`config.mk`:
```
export PLATFORM = sky130hd
export DESIGN_NAME = fp32_mul_seq
export DESIGN_NICKNAME = d
export VERILOG_FILES = /design/src/rtl/fp32_mul_seq.sv
export SDC_FILE = /design/constraint.sdc
export NUM_CORES = 1
export LEC_CHECK = 0
export CAP_MARGIN = 20
export CELL_PAD_IN_SITES_DETAIL_PLACEMENT = 1
export CELL_PAD_IN_SITES_GLOBAL_PLACEMENT = 1
export CORE_AREA = 2 2 234 144
export DETAILED_ROUTE_END_ITERATION = 16
export DIE_AREA = 0 0 236 146
export PLACE_DENSITY = 0.89
export SYNTH_ARGS = -nofsm -noshare
export SYNTH_HDL_FRONTEND = slang
export SYNTH_SLANG_ARGS = --single-unit
```
`constraint.sdc`:
```
create_clock -name clk -period 5.7 [get_ports clk]
set_clock_uncertainty 0.05 [all_clocks]
set_input_delay 1.71 -clock clk [delete_from_list [all_inputs] [get_ports clk]]
set_output_delay 1.71 -clock clk [all_outputs]
set_load 0.02 [all_outputs]
```
`src/rtl/fp32_mul_seq.sv`:
```
// rtl/fp32_mul_seq.sv - iterative IEEE-754 binary32 multiplier, shift-add datapath
//
// Purpose: computes out = in1 * in2 (round-to-nearest-even) over a fixed
// 24/BITS_PER_CYCLE + 3 cycle schedule: IDLE -> UNPACK -> MULT -> NORM -> ROUND -> DONE.
// Latency does not depend on the operand values.
//
// Build option: define FP_MUL_SUBNORM_EN for full subnormal support
// (pre-normalised subnormal inputs, gradual underflow). Without it, subnormal
// inputs read as signed zero and tiny results flush to signed zero.
//
// Ports:
//   clk        clock, rising edge
//   rst        synchronous active-high reset
//   in_valid   in1/in2 valid
//   in_ready   idle, operands accepted
//   in1, in2   binary32 operands
//   out_valid  out holds a result
//   out_ready  consumer takes out
//   out        binary32 product

module fp32_mul_seq #(
    parameter int BITS_PER_CYCLE = 1
) (
    input  logic        clk,
    input  logic        rst,
    input  logic        in_valid,
    output logic        in_ready,
    input  logic [31:0] in1,
    input  logic [31:0] in2,
    output logic        out_valid,
    input  logic        out_ready,
    output logic [31:0] out
);

    localparam int         STEPS    = 24 / BITS_PER_CYCLE;
    localparam logic [4:0] CNT_LOAD = 5'(STEPS - 1);

    typedef enum logic [2:0] {
        S_IDLE, S_UNPACK, S_MULT, S_NORM, S_ROUND, S_DONE
    } state_t;

    state_t             state;
    logic [31:0]        a_q, b_q;
    logic               sign_q;
    logic signed [9:0]  exp_q;
    logic [47:0]        mcand_q;
    logic [23:0]        mplier_q;
    logic [47:0]        acc_q;
    logic [4:0]         cnt_q;
    logic               nan_q, inf_q, zero_q;
    logic [23:0]        mant_q;
    logic               guard_q, round_q, sticky_q, tiny_q;

`ifdef FP_MUL_SUBNORM_EN
    function automatic logic [4:0] lzc24(input logic [23:0] v);
        logic [4:0] n;
        logic       found;
        n     = 5'd0;
        found = 1'b0;
        for (int i = 23; i >= 0; i--) begin
            if (!found && v[i]) begin
                n     = 5'(23 - i);
                found = 1'b1;
            end
        end
        return n;
    endfunction
`endif

    // Splits one operand into a 24-bit significand with its leading one at
    // bit 23 (when nonzero) and a signed biased exponent.
    function automatic void decode(
        input  logic [31:0]       f,
        output logic [23:0]       m,
        output logic signed [9:0] x,
        output logic              is_nan,
        output logic              is_inf,
        output logic              is_zero
    );
        is_nan = (f[30:23] == 8'hFF) && (f[22:0] != 23'h0);
        is_inf = (f[30:23] == 8'hFF) && (f[22:0] == 23'h0);
`ifdef FP_MUL_SUBNORM_EN
        is_zero = (f[30:23] == 8'h00) && (f[22:0] == 23'h0);
        if (f[30:23] == 8'h00) begin
            // Subnormal: normalise so the multiplier always sees 1.xxx
            m = {1'b0, f[22:0]} << lzc24({1'b0, f[22:0]});
            x = 10'sd1 - $signed({5'b0, lzc24({1'b0, f[22:0]})});
        end else begin
            m = {1'b1, f[22:0]};
            x = $signed({2'b00, f[30:23]});
        end
`else
        is_zero = (f[30:23] == 8'h00);
        m = {1'b1, f[22:0]};
        x = $signed({2'b00, f[30:23]});
`endif
    endfunction

    // UNPACK decode
    logic [23:0]       ma, mb;
    logic signed [9:0] xa, xb, exp_sum;
    logic              a_nan, a_inf, a_zero, b_nan, b_inf, b_zero;

    always_comb begin
        decode(a_q, ma, xa, a_nan, a_inf, a_zero);
        decode(b_q, mb, xb, b_nan, b_inf, b_zero);
        exp_sum = xa + xb - 10'sd127;
    end

    // MULT: BITS_PER_CYCLE multiplier bits retired per cycle
    logic [47:0] partial;

    always_comb begin
        partial = '0;
        for (int j = 0; j < BITS_PER_CYCLE; j++) begin
            if (mplier_q[j]) partial = partial + (mcand_q << j);
        end
    end

    // NORM: bring the product to 1.xxx at bit 47, then form G/R/S
    logic [47:0]       n48, den;
    logic signed [9:0] e_n;
    logic              tiny, lost;
`ifdef FP_MUL_SUBNORM_EN
    logic signed [9:0] sh_full;
    logic [5:0]        sh;
`endif

    always_comb begin
        n48  = acc_q[47] ? acc_q : {acc_q[46:0], 1'b0};
        e_n  = exp_q + (acc_q[47] ? 10'sd1 : 10'sd0);
        tiny = (e_n <= 10'sd0);
        den  = n48;
        lost = 1'b0;
`ifdef FP_MUL_SUBNORM_EN
        sh_full = 10'sd1 - e_n;
        sh      = (sh_full > 10'sd48) ? 6'd48 : sh_full[5:0];
        if (tiny) begin
            // Denormalise onto the 2^-149 grid; everything shifted out is sticky
            den  = n48 >> sh;
            lost = |(n48 & ((48'd1 << sh) - 48'd1));
        end
`endif
    end

    // ROUND: RNE plus final result selection in precedence order
    logic              inc;
    logic [24:0]       mant_r;
    logic signed [9:0] exp_r;
    logic [22:0]       frac_r;
    logic [31:0]       result;

    always_comb begin
        inc    = guard_q & (round_q | sticky_q | mant_q[0]);
        mant_r = {1'b0, mant_q} + {24'b0, inc};
        exp_r  = exp_q + (mant_r[24] ? 10'sd1 : 10'sd0);
        frac_r = mant_r[24] ? mant_r[23:1] : mant_r[22:0];
        if (nan_q)
            result = 32'h7FC0_0000;
        else if (inf_q)
            result = {sign_q, 8'hFF, 23'h0};
        else if (zero_q)
            result = {sign_q, 31'h0};
        else if (tiny_q)
`ifdef FP_MUL_SUBNORM_EN
            // A carry into bit 23 yields exponent field 1, i.e. 2^-126
            result = {sign_q, 7'h00, mant_r[23], mant_r[22:0]};
`else
            result = {sign_q, 31'h0};
`endif
        else if (exp_r >= 10'sd255)
            result = {sign_q, 8'hFF, 23'h0};
        else
            result = {sign_q, exp_r[7:0], frac_r};
    end

    always_ff @(posedge clk) begin
        if (rst) begin
            state     <= S_IDLE;
            in_ready  <= 1'b1;
            out_valid <= 1'b0;
            out       <= 32'h0;
            a_q       <= '0;
            b_q       <= '0;
            sign_q    <= 1'b0;
            exp_q     <= '0;
            mcand_q   <= '0;
            mplier_q  <= '0;
            acc_q     <= '0;
            cnt_q     <= '0;
            nan_q     <= 1'b0;
            inf_q     <= 1'b0;
            zero_q    <= 1'b0;
            mant_q    <= '0;
            guard_q   <= 1'b0;
            round_q   <= 1'b0;
            sticky_q  <= 1'b0;
            tiny_q    <= 1'b0;
        end else begin
            case (state)
                S_IDLE: begin
                    if (in_valid) begin
                        a_q      <= in1;
                        b_q      <= in2;
                        in_ready <= 1'b0;
                        state    <= S_UNPACK;
                    end
                end
                S_UNPACK: begin
                    sign_q   <= a_q[31] ^ b_q[31];
                    exp_q    <= exp_sum;
                    mcand_q  <= {24'b0, ma};
                    mplier_q <= mb;
                    acc_q    <= '0;
                    cnt_q    <= CNT_LOAD;
                    nan_q    <= a_nan | b_nan | (a_inf & b_zero) | (a_zero & b_inf);
                    inf_q    <= a_inf | b_inf;
                    zero_q   <= a_zero | b_zero;
                    state    <= S_MULT;
                end
                S_MULT: begin
                    acc_q    <= acc_q + partial;
                    mcand_q  <= mcand_q << BITS_PER_CYCLE;
                    mplier_q <= mplier_q >> BITS_PER_CYCLE;
                    if (cnt_q == 5'd0) state <= S_NORM;
                    else               cnt_q <= cnt_q - 5'd1;
                end
                S_NORM: begin
                    exp_q    <= e_n;
                    mant_q   <= den[47:24];
                    guard_q  <= den[23];
                    round_q  <= den[22];
                    sticky_q <= (|den[21:0]) | lost;
                    tiny_q   <= tiny;
                    state    <= S_ROUND;
                end
                S_ROUND: begin
                    out       <= result;
                    out_valid <= 1'b1;
                    state     <= S_DONE;
                end
                S_DONE: begin
                    if (out_ready) begin
                        out_valid <= 1'b0;
                        in_ready  <= 1'b1;
                        state     <= S_IDLE;
                    end
                end
                default: state <= S_IDLE;
            endcase
        end
    end

endmodule

```
Word level (Yosys, flattened, before mapping):

Index checks and enable logic that the tools add are counted.

* bits in registers: 268
* bits of input ports: 68
* output and inout bits: 34
* word-level logic and storage cells: 98

* $add $sub $neg: 7
* magnitude comparators: 2
* eq/ne operators: 11
* multiplexer cells: 25
* bitwise logic cells: 11
* reduce and logical (&&, ||, !) cells: 22

Operator list (count)
* $pmux 48 s2: 2
* $mux 31: 4
* $mux 48: 2
* $add 48x48->48: 1
* $pmux 24 s2: 1
* $logic_not 23->1: 2
* $reduce_bool 23->1: 2
* $mux 32: 1
* $add 24x1->25: 1
* $mux 23: 1
* $reduce_or 22->1: 1
* $add 10x2->10: 2
* $pmux 10 s2: 1
* $pmux 3 s6: 1
* $eq 8x8->1 const B: 2
* $logic_not 8->1: 2
* $ge 10x9->1 const B: 1
* $le 10x1->1 const B: 1
* $pmux 5 s2: 1
* $sub 9x7->10 const B: 1
* $add 8x8->9: 1
* $mux 3: 3
* $ne 2x2->1 const B: 4
* $reduce_bool 2->1: 4
* other kinds (15): 36

Logic depth before layout (Yosys ltp):

* depth in word-level cells: 12
* gate-level depth with buffers: 18

Worst setup path after synthesis:

Ideal clock, no wire load.

* kind: register to register
* start point: register guard_q
* end point: register out[11]
* arrival: 3.885 ns
* required time: 5.583 ns
* slack: 1.698 ns
* stages on the path, launching flop included: 19
* period minus slack after synthesis: 4.002 ns
* cells stage by stage: dfxtp_1 and2_1 ha_1 nand4_1 nor3_2 nand3_1 nor3_1 ha_1 ha_1 nand3_1 nor2_2 maj3_2 a22o_1 a41o_1 a311oi_4 nand2b_2 or2_1 buf_6 o21ai_2

* cells in the longest elaborated chain, start to end: 10

RTL lines
* from (decl): RTL line 52 `logic guard_q, round_q, sticky_q, tiny_q;`
* from (signal assigned): RTL line 231 `guard_q <= den[23];`
* $and 1x1->1 *: RTL line 154 `inc = guard_q & (round_q | sticky_q | mant_q[0]);`
* $add 24x1->25 *: RTL line 155 `mant_r = {1'b0, mant_q} + {24'b0, inc};`
* $mux 1: RTL line 156 `exp_r = exp_q + (mant_r[24] ? 10'sd1 : 10'sd0);`
* $add 10x2->10: RTL line 156
* $ge 10x9->1: RTL line 171 `else if (exp_r >= 10'sd255)`
* $mux 31 *: RTL line 171
* $mux 31 *: RTL line 164 `else if (tiny_q)`
* $mux 31 *: RTL line 162 `else if (zero_q)`
* $mux 31 *: RTL line 160 `else if (inf_q)`
* $mux 32 *: RTL line 158 `if (nan_q)`
* to (signal assigned): RTL line 238 `out <= result;`
* to (decl): RTL line 32 `output logic [31:0] out`

Every way passes the cells marked *; elsewhere a longest branch is shown, timed or not.
A chain may end at the register's enable or synchronous reset.

Worst setup path in the final report:

* start point: register guard_q
* end point: register out[3]

The elaborated chain is that of the path after synthesis.

==> summary.md <==
| Metric | Value |
|---|---|
| Number of synthesized flops with an enable pin | 0 |
| MaxCap Viol Count | 0 |
| CTS max path bufs | 3 |
| Number of resized instances in the post-cts repair step | 0 |
| Total Power | 6.30 mW |
| Worst path most repeated cell | sky130_fd_sc_hd__ha_1 |
| Die ar. | 34500 um2 |
| Chain of cells forming the critical path | and2_1 -> ha_1 -> nand4_1 -> nor3_2 -> nand3_1 -> nor3_1 -> buf_4 -> ha_1 -> ha_1 -> nand3_1 -> nor2_2 -> maj3_2 -> a22o_1 -> a41o_1 -> a311oi_4 -> nand2b_2 -> or2_1 -> o21ai_0 |
| Post-Place Cells | 2214 |
| Fill cell instance count of the final layout | 3849 |
| Net switching power | 2.45 mW |
| Die width | 236 um |
| Via count | 13400 |
| Final setup TNS | 0 ns |
| RSZ-0062 raised after global routing | no |
| Diode count | 0 |
| Max Fanout on Critical Path | 11 |
| Sort of element at the end of the critical path | flop |
| Slew of the pin with the lowest slew margin | 0.974 ns |
| Area contributors post-synth | sky130_fd_sc_hd__dfxtp_1, sky130_fd_sc_hd__nand2_1, sky130_fd_sc_hd__a21oi_1 |
| Final worst-path cycle share | 80.6% |
| Total length of routed wires | 44.3 mm |
| Effective utilization at floorplan | 44.6% |
| Internal cell power | 3.85 mW |
| Number of ports placed on the die boundary | 102 |
| Port Buffers | 101 |
| Setup-violating endpoint count in the final report | 0 |
| Minimum period implied by the final worst setup slack | 4.60 ns |
| DP HPWL | 31.6 mm |
| Highest Clock Rate | 0.218 GHz |
| Final-stage net count | 1958 |
| Fraction of layout instances using a drive strength above 1 | 5.07% |
| Portion of total power attributed to combinational logic | 30.6% |
| Launching point of the worst reg2reg path | guard_q |
| Setup bufs post-CTS | 0 |
| Critical path destination | out[3] |
| Share of the synthesized area in the top cell type | 37.5% |
| Drt first-iter violations | 1080 |
| Clock input transition at the sequential cells of the worst setup and hold paths | 0.06 ns |
| Number of buffers created by CTS | 27 |
| Proportion of power drawn by flip-flops and latches | 40.1% |
| Endpoint of the lowest-slack register-to-register path | out[3] |
| Fin. Hold Viols | 0 |
| Kind of critical path | flop to flop |
| Vias in the first global route | 13500 |
| Largest net degree at the start of global routing | 91 |
| Flop2flop setup slack | 1.10 ns |
| Antenna Violating Nets Remaining | 0 |
| Syn_area_per_cell | 7.96 um2 |
| Average vias per placed instance | 5.92 |
| Switching Share | 38.9% |
| Post-synthesis cell area | 14300 um2 |
| Setup crit start | guard_q |
| Routed wirelength normalized by instance count | 19.6 um |
| Distinct cell type count of the synthesized netlist | 71 |
| Global-route wire length before repair | 72.4 mm |
| Slew margin rel. | 34.9% |
| Number of cell rows | 51 |
| Number of clock sinks | 268 |
| Worst setup SP type | flop |
| HP Class | flop to flop |
| Hold buffer count at CTS | 0 |
| Seq cells post-synth | 268 |
| Fraction of power consumed by the clock network | 29.2% |
| CTS tree | done |
| Result of the run | finished, final reports clean |
| Crit path max-delay family | simple AND/OR/NAND/NOR gates |
| Required time of the critical path | 6.14 ns |
| R2R depth | 18 |
| Global router's overall resource usage | 25.4% |
| CP bufs+invs | 1 |
| Leading area contributor after synthesis | sky130_fd_sc_hd__dfxtp_1 |
| Maximum vdd drop | 252 uV |
| Iteration count of the initial detailed-routing pass | 6 |
| Most instantiated cells after synthesis | sky130_fd_sc_hd__nand2_1, sky130_fd_sc_hd__dfxtp_1, sky130_fd_sc_hd__a21oi_1 |
| Level count of the clock H-tree | 1 |
| Share of synthesized area occupied by flip-flops and latches | 37.5% |
| Arr. time, crit path | 5.03 ns |
| Final cell count without fillers | 2260 |
| Share of async-settable or async-resettable flops after synthesis | 0% |
| Buffer type at the clock tree root | sky130_fd_sc_hd__clkbuf_16 |
| Syn nets | 1937 |
| Number of instances in the synthesized netlist | 1798 |
| Clk_lat worst skew | 0.56 ns |
| Initial antenna violation count | 1 |
| Cell leakage power | 6.22 nW |
| Vert. Die Dim | 146 um |
| Multi-input logic area | 8390 um2 |
| Peak per-stage delay on the critical path | 0.44 ns |
| Max Slew Vio Count | 0 |
| Register area | 5370 um2 |
| Pwr dens | 384 nW/um2 |
| Routability congestion estimate from global placement | 0.925 |
| Slowest stage cell on the critical path | sky130_fd_sc_hd__a311oi_4 |
| Most used standard cell by instance count after synthesis | sky130_fd_sc_hd__nand2_1 |
| Area added between synthesis and finish | 14.7% |
| Residual DRC count | 0 |
| Synth Warn # | 0 |
| Commonest register cell after synthesis | sky130_fd_sc_hd__dfxtp_1 |
| Leftover overflow at the end of global routing | 0 |
| Cell depth of the worst setup path | 18 |
| Core area | 32100 um2 |
kinds of logic after synthesis:
logic type / synth area share (%)
and+or+nand+nor: 21.8
AOI/OAI and AO/OA: 23.4
DFF: 37.5
buffers and inverters: 4.12
xor gates and xnor gates: 4.65
adders and majority gates: 6.39
muxes: 2.17
final cells by class:
class	count	share of cell area, %
well taps	424	3.23
repair buffers	116	6.92
inverters	27	0.617
clock inverters	9	0.701
multi-input cells	1379	51.1
clock buffers	37	4.77
flip-flops and latches	268	32.7
tightest hold or removal path, stage by stage, from the launching register on:
cell                      delay (ns)
sky130_fd_sc_hd__dfxtp_1        0.31
sky130_fd_sc_hd__nand2_1        0.05
sky130_fd_sc_hd__a21oi_1        0.05
state kept, by name, summed over array words and instances (netlist names):
| register | flops |
|---|---|
| mcand_q | 48 |
| out_valid | 1 |
| a_q | 32 |
| round_q | 1 |
| guard_q | 1 |
| cnt_q | 5 |
| exp_q | 10 |
| in_ready | 1 |
| tiny_q | 1 |
| mplier_q | 24 |
| nan_q | 1 |
| mant_q | 24 |
| sign_q | 1 |
| inf_q | 1 |
| acc_q | 48 |
| b_q | 32 |
| out | 32 |
| sticky_q | 1 |
| state | 3 |
| zero_q | 1 |
placed cells by master (no fill, tap or decap), drive strengths merged, types with 5 or more instances in the layout:
master / synthesis / routed
a21oi: 186 / 186
a211oi: 35 / 35
and3: 10 / 10
o22ai: 5 / 5
mux2i: 31 / 31
clkbuf: 102 / 37
a221oi: 5 / 5
nand3: 29 / 29
dfxtp: 268 / 268
or2: 8 / 8
xor2: 31 / 31
ha: 69 / 69
or3: 9 / 9
xnor2: 45 / 45
nor4: 22 / 22
o21bai: 14 / 14
nor2: 148 / 148
nor2b: 8 / 8
a21o: 36 / 36
and2: 50 / 50
clkdlybuf4s50: 0 / 100
inv: 27 / 28
a311oi: 16 / 16
nand4: 29 / 29
nor3: 39 / 39
o211ai: 8 / 8
o31ai: 8 / 8
o21ai: 78 / 78
nand2b: 12 / 12
nand2: 306 / 306
and4: 7 / 7
buf: 22 / 16
a31oi: 9 / 9
a22oi: 80 / 80
stage by stage:
step / cell area [um2] / setup slack (ns) / util (%) / hold slack (ns)
floorplan: 14300 / 1.70 / - / 0.387
global placement: 15500 / 1.21 / 48.3 / 0.392
detailed placement: 15500 / 1.16 / 48.4 / 0.398
CTS: 16400 / 1.11 / 51.2 / 0.407
global route: 16400 / 0.716 / 51.2 / 0.428
finish: 16400 / 1.10 / 51.2 / 0.409
power groups by stage:
stage,combinational (mW),sequential (mW),clock (mW)
2_1_floorplan,1.37,2.41,0
3_3_place_gp,1.79,2.53,0
3_5_place_dp,1.89,2.55,0
4_1_cts,1.92,2.52,1.87
5_1_grt,2.14,2.57,1.94
6_report,1.93,2.53,1.84
how the worst min path moves through the flow:
stage                       from            to  slack, ns  cells past startpoint
finish              mplier_q[18]  mplier_q[18]       0.41                      2
global placement    mplier_q[18]  mplier_q[18]       0.39                      2
CTS                 mplier_q[18]  mplier_q[18]       0.41                      2
floorplan           mplier_q[10]  mplier_q[10]       0.39                      2
detailed placement  mplier_q[18]  mplier_q[18]       0.40                      2
global route         mplier_q[7]   mplier_q[7]       0.43                      2
layer usage:
metal,track usage (%),part of all wire [%],up-vias
met5,0,0,-
met4,4.65,1.4,0
met3,3.95,5.3,45
met2,39.2,43,313
met1,37.5,50,6577
li1,-,-,6439
(Power assumes the default switching activity.)
